## src/rtl/seg7_pkg.sv

```systemverilog
// seg7_pkg: shared types and segment patterns for the seven-segment tick counter.
// Rev 1.0
`default_nettype none

package seg7_pkg;

  localparam int SEG_A = 0;
  localparam int SEG_B = 1;
  localparam int SEG_C = 2;
  localparam int SEG_D = 3;
  localparam int SEG_E = 4;
  localparam int SEG_F = 5;
  localparam int SEG_G = 6;
  localparam int SEG_COUNT = SEG_G + 1;

  typedef logic [SEG_COUNT-1:0] seg_t;
  typedef logic [3:0]           digit_t;
  typedef logic [2:0]           phase_t;

  localparam phase_t PHASE_LAST = 3'd5;

  function automatic seg_t seg_bit(input int idx);
    seg_bit = seg_t'(1) << idx;
  endfunction

  // Entry 0 sits in the least significant slice: index with the digit value.
  localparam logic [15:0][SEG_COUNT-1:0] DIGIT_PAT = {
    7'h71, 7'h79, 7'h5E, 7'h39, 7'h7C, 7'h77, 7'h6F, 7'h7F,
    7'h07, 7'h7D, 7'h6D, 7'h66, 7'h4F, 7'h5B, 7'h06, 7'h3F
  };

  localparam logic [5:0][SEG_COUNT-1:0] SPIN_PAT = {
    seg_bit(SEG_F), seg_bit(SEG_E), seg_bit(SEG_D),
    seg_bit(SEG_C), seg_bit(SEG_B), seg_bit(SEG_A)
  };

endpackage

`default_nettype wire

```

## src/rtl/seg7_decode.sv

```systemverilog
// seg7_decode: combinational pattern select, digit glyph or single spinner segment.
// Rev 1.0
`default_nettype none

module seg7_decode
  import seg7_pkg::*;
(
  input  logic   mode,
  input  digit_t digit,
  input  phase_t phase,
  output seg_t   pattern
);

  seg_t spin;

  always_comb begin
    spin = '0;
    case (phase)
      3'd0:    spin = SPIN_PAT[0];
      3'd1:    spin = SPIN_PAT[1];
      3'd2:    spin = SPIN_PAT[2];
      3'd3:    spin = SPIN_PAT[3];
      3'd4:    spin = SPIN_PAT[4];
      3'd5:    spin = SPIN_PAT[5];
      default: spin = '0;
    endcase
  end

  always_comb begin
    pattern = spin;
    if (mode) begin
      pattern = DIGIT_PAT[digit];
    end
  end

endmodule

`default_nettype wire

```

## src/rtl/seg7_tick_counter.sv

```systemverilog
// seg7_tick_counter: prescaled modulo-N digit counter and 6-phase spinner on a 7-seg display.
// Rev 1.0 -- SEG7_COMMON_ANODE_EN inverts seg/dp for common-anode displays.
`default_nettype none

module seg7_tick_counter
  import seg7_pkg::*;
#(
  parameter int PRESCALE_W = 16,
  parameter int TICK_DIV   = 1024,
  parameter int COUNT_MOD  = 10
) (
  input  logic       clk,
  input  logic       rst_n,
  input  logic       en,
  input  logic       mode,
  input  logic       up_down,
  input  logic       clear,
  output logic [6:0] seg,
  output logic       dp,
  output logic [3:0] digit,
  output logic       wrap
);

`ifdef SEG7_COMMON_ANODE_EN
  localparam logic INVERT = 1'b1;
`else
  localparam logic INVERT = 1'b0;
`endif

  localparam seg_t                  SEG_MASK = {SEG_COUNT{INVERT}};
  localparam logic [PRESCALE_W-1:0] PRE_LAST = PRESCALE_W'(TICK_DIV - 1);
  localparam logic [PRESCALE_W-1:0] PRE_ONE  = PRESCALE_W'(1);
  localparam digit_t                DIG_LAST = digit_t'(COUNT_MOD - 1);

  logic [PRESCALE_W-1:0] presc;
  phase_t                phase;
  logic                  dp_state;
  logic                  tick;
  digit_t                digit_nxt;
  phase_t                phase_nxt;
  logic                  roll;
  seg_t                  pattern;

  assign tick = en && (presc == PRE_LAST);

  // Next digit/phase for a tick in the selected direction; roll flags the wrap.
  always_comb begin
    digit_nxt = digit;
    phase_nxt = phase;
    roll      = 1'b0;
    if (up_down) begin
      roll      = (digit == DIG_LAST);
      digit_nxt = roll ? 4'd0 : digit + 4'd1;
      phase_nxt = (phase == PHASE_LAST) ? 3'd0 : phase + 3'd1;
    end else begin
      roll      = (digit == 4'd0);
      digit_nxt = roll ? DIG_LAST : digit - 4'd1;
      phase_nxt = (phase == 3'd0) ? PHASE_LAST : phase - 3'd1;
    end
  end

  always_ff @(posedge clk or negedge rst_n) begin
    if (!rst_n) begin
      presc <= '0;
    end else if (clear) begin
      presc <= '0;
    end else if (en) begin
      presc <= tick ? '0 : presc + PRE_ONE;
    end
  end

  // clear outranks a coincident tick, so it never produces a wrap pulse.
  always_ff @(posedge clk or negedge rst_n) begin
    if (!rst_n) begin
      digit    <= '0;
      phase    <= '0;
      dp_state <= 1'b0;
      wrap     <= 1'b0;
    end else if (clear) begin
      digit    <= '0;
      phase    <= '0;
      dp_state <= 1'b0;
      wrap     <= 1'b0;
    end else begin
      wrap <= 1'b0;
      if (tick) begin
        digit    <= digit_nxt;
        phase    <= phase_nxt;
        dp_state <= ~dp_state;
        wrap     <= roll;
      end
    end
  end

  seg7_decode u_decode (
    .mode    (mode),
    .digit   (digit),
    .phase   (phase),
    .pattern (pattern)
  );

  // seg follows the registered state one clock later and keeps tracking mode while en=0.
  always_ff @(posedge clk or negedge rst_n) begin
    if (!rst_n) begin
      seg <= SEG_MASK;
    end else begin
      seg <= pattern ^ SEG_MASK;
    end
  end

  assign dp = dp_state ^ INVERT;

endmodule

`default_nettype wire

```

## config.mk

```make
export PLATFORM = sky130hd
export DESIGN_NAME = seg7_tick_counter
export DESIGN_NICKNAME = d
export VERILOG_FILES = /design/src/rtl/seg7_pkg.sv /design/src/rtl/seg7_decode.sv /design/src/rtl/seg7_tick_counter.sv
export SDC_FILE = /design/constraint.sdc
export NUM_CORES = 1
export LEC_CHECK = 0
export ABC_AREA = 1
export CORE_ASPECT_RATIO = 1.5
export CORE_MARGIN = 5
export CORE_UTILIZATION = 58
export DETAILED_ROUTE_END_ITERATION = 7
export PLACE_DENSITY_LB_ADDON = 0.2
export SYNTH_ARGS = -nofsm -noshare
export SYNTH_HDL_FRONTEND = slang
export SYNTH_SLANG_ARGS = --single-unit
export TNS_END_PERCENT = 1
```

## constraint.sdc

```tcl
create_clock -name clk -period 2.11 [get_ports clk]
set_input_delay 0.211 -clock clk [delete_from_list [all_inputs] [get_ports clk]]
set_output_delay 0.211 -clock clk [all_outputs]
set_load 0.01 [all_outputs]
```

==> key figures <==
Routing
  – Vias: between 1.5k and 2k
  – DRC Markers: 0
  – First DRT Iteration DRCs: 96
  – Wire per inst: about 14 um
  – Pre-antenna DRT Iters: 4
  – Via density: between 5 and 6
  – Antenna-violating nets left: 0
  – Drt total wl: 5040 um

Global route
  – First-pass GRT wire length: 8800 um
  – Initial antenna violation count: 0
  – Met2 Use GR: 0.414
  – Number of global-route vias before repair: ~2k
  – Overall Global Routing Usage: 0.224
  – Met3 Track Usage GR: 0.0259
  – Most Crowded Layer GR: met2
  – Largest net degree at the start of global routing: 33
  – Global route overflow: 0
  – GR Util met1: 0.242

Worst setup path
  – R2R Path End: seg[5]
  – Worst Path Required: around 1.9 ns
  – WS Path Type: reg -> out
  – Worst Path Arrival: ~1.6 ns
  – Startpoint types: flop
  – Critical Path Sink Type: primary output
  – Worst setup path start: digit[2]
  – Critical Path End: digit[2]
  – Worst Path Max Fanout: 10
  – R2r setup slk: roughly 0.45 ns
  – Reg-to-reg startpoint: digit[3]
  – Reg2reg path depth: 6

Outcome
  – Status: complete, no violations

Finish
  – Register area: between 800 and 900 um^2
  – Layout Nets: 330
  – Multi-input gate area: about 1200 um^2
  – Commonest cells after routing, fill and taps aside: nand2_1 (66), nand3_1 (32), nor2_1 (32), dfrtp_1 (32), inv_1 (30)
  – Antenna fix cells: 0
  – P&R area growth vs syn: 14.6%
  – Final-layout fill cell count: 322
  – Layout cell share with drive strength beyond 1: 0.119
  – Commonest non-fill, non-tap cell in the layout: nand2_1
  – Post-route cell area: ~2500 um^2

Clocking
  – Sink Count: 32
  – Root Buffer: clkbuf_8
  – Post-cts resize count: 0
  – Hold Buf Count CTS: 0
  – CTS clk-pin slew, worst paths: roughly 0.070 ns
  – CTS tree: built
  – Maximum buffer depth of the clock tree: 2
  – Post-CTS Setup Inserts: 0
  – Skew-Pair Late Insertion Delay: 0.28 ns
  – H-tree depth: 2
  – Num CTS Buffers: 5

Power and ir drop
  – P_int: just under 1 mW
  – P_leak: between 1 and 1.5 nW
  – Pwr dens: ~520 nW/um^2
  – Sw power: 0.331 mW
  – Clock share of power: 0.374
  – Worst VDD drop: about 0.55 mV
  – Sw Ratio: 0.255
  – Combinational share of power: 0.126
  – Part of the power in registers: 0.501

Min path
  – Worst min path class: in -> async

Die
  – Die height: 84.8 um
  – Die area: about 5100 um^2
  – Initial Util: 0.594
  – Die width: 59.9 um
  – IO Pins: 19
  – Core area: 3650 um^2
  – # rows: 27

Logic synthesis
  – Post-synthesis sequential area ratio: 0.370
  – Cells after Synth: about 290
  – Synthesized flop and latch total: 32
  – Most common flop cell mapped by yosys: dfrtp_1
  – Cell variety after synth: 31
  – Avg Cell Area, Syn: around 7.6 um^2
  – Mapped cell area: 2170 um^2
  – Syn. warnings: 0
  – Syn_nets: 305
  – Synth async-reset ratio: 1.00
  – Post-synth EDFFs: 0

Timing
  – Slew HR: 0.640
  – Final min period: ~1.8 ns
  – Period utilization: 0.838
  – RSZ-0062 raised after global routing: false
  – Slew @ Worst Pin: 0.536 ns
  – Setup TNS: 0 ns
  – Fin. Hold Viols: 0
  – Fmax: roughly 0.57 GHz
  – Final Worst Setup Slack: ~0.34 ns
  – Setup-failing EPs final: 0
  – Fin. max-slew vios: 0
  – Clock skew: between 0.005 and 0.006 ns

Placed design
  – Routability cong.: slightly above 0.9
  – Pre-CTS setup slack: 0.310 ns
  – Area post-placement: between 2000 and 2500 um^2
  – HPWL after detailed placement: 3870 um
  – I/O Buffers: 18

Job
  – Max-cap viol count: 0
[flip-flops by register name, summed over array words and instances, names as in the netlist]
register / flops
presc: 16
seg: 7
digit: 4
phase: 3
dp: 1
wrap: 1
[layout make-up]
| type | count | area share |
|---|---|---|
| Clock buffer | 8 | 0.0363 |
| Multi-Input combinational cell | 218 | 0.485 |
| Timing Repair Buffer | 23 | 0.0877 |
| Sequential cell | 32 | 0.323 |
| Tap cell | 43 | 0.0217 |
| Inverter | 31 | 0.0469 |
[critical path, cell delays in order (launching register included)]
cell,delay [ns]
dfrtp_1,0.52
buf_4,0.22
clkdlybuf4s50_1,0.54
[cells in the mapped netlist, types with 2 or more instances]
| cell | instances | area [um^2] |
|---|---|---|
| nand2_1 | 66 | 248 |
| dfrtp_1 | 32 | 801 |
| nand3_1 | 32 | 160 |
| nor2_1 | 32 | 120 |
| inv_1 | 30 | 113 |
| o21ai_0 | 15 | 75.1 |
| ha_1 | 13 | 163 |
| nor2_2 | 10 | 62.6 |
| a21oi_1 | 8 | 40.0 |
| nand4_1 | 7 | 43.8 |
| nor2_4 | 5 | 56.3 |
| nor3_1 | 4 | 20.0 |
| xor2_1 | 4 | 35.0 |
| buf_2 | 3 | 15.0 |
| nand2_2 | 3 | 18.8 |
| o211ai_1 | 3 | 22.5 |
| a21oi_2 | 2 | 17.5 |
| a31oi_1 | 2 | 12.5 |
| nand2_4 | 2 | 22.5 |
| xnor2_1 | 2 | 17.5 |
[routing by layer]
layer	wire length [um]	vias to the layer above
li1	-	985
met1	1980	877
met2	2800	41
met3	110	13
met4	146	0
met5	0	-
[power groups by stage]
stage	clock, mW	sequential, mW	combinational [mW]
final	0.485	0.649	0.163
after global routing	0.519	0.651	0.183
after CTS	0.492	0.649	0.166
after detailed placement	0	0.660	0.165
after global placement	0	0.660	0.162
after floorplan	0	0.665	0.0862
[worst min-delay path by stage]
stage	depth (start not counted)	to
finish	2	presc[15]
global route	2	seg[0]
CTS	2	presc[11]
detailed placement	2	dp
global placement	2	dp
floorplan	0	digit[0]
[through the flow]
stage / power (mW) / util / hold slack, ns / instances
finish: 1.30 / 0.680 / 0.322 / 355
detailed placement: 0.825 / 0.655 / 0.499 / 347
global route: 1.35 / 0.680 / 0.369 / 355
floorplan: 0.751 / - / -0.0846 / 286
CTS: 1.31 / 0.680 / 0.335 / 355
global placement: 0.823 / 0.655 / 0.490 / 347
[kinds of logic after synthesis]
| kind of cell | after synthesis | share of synthesized area |
|---|---|---|
| buf+inv | 36 | 0.0751 |
| flops | 32 | 0.370 |
| compound gates | 34 | 0.0901 |
| xor+xnor | 6 | 0.0243 |
| fa+ha+maj | 13 | 0.0751 |
| simple gates | 165 | 0.366 |
No activity file was read; power rests on OpenSTA's default activity.
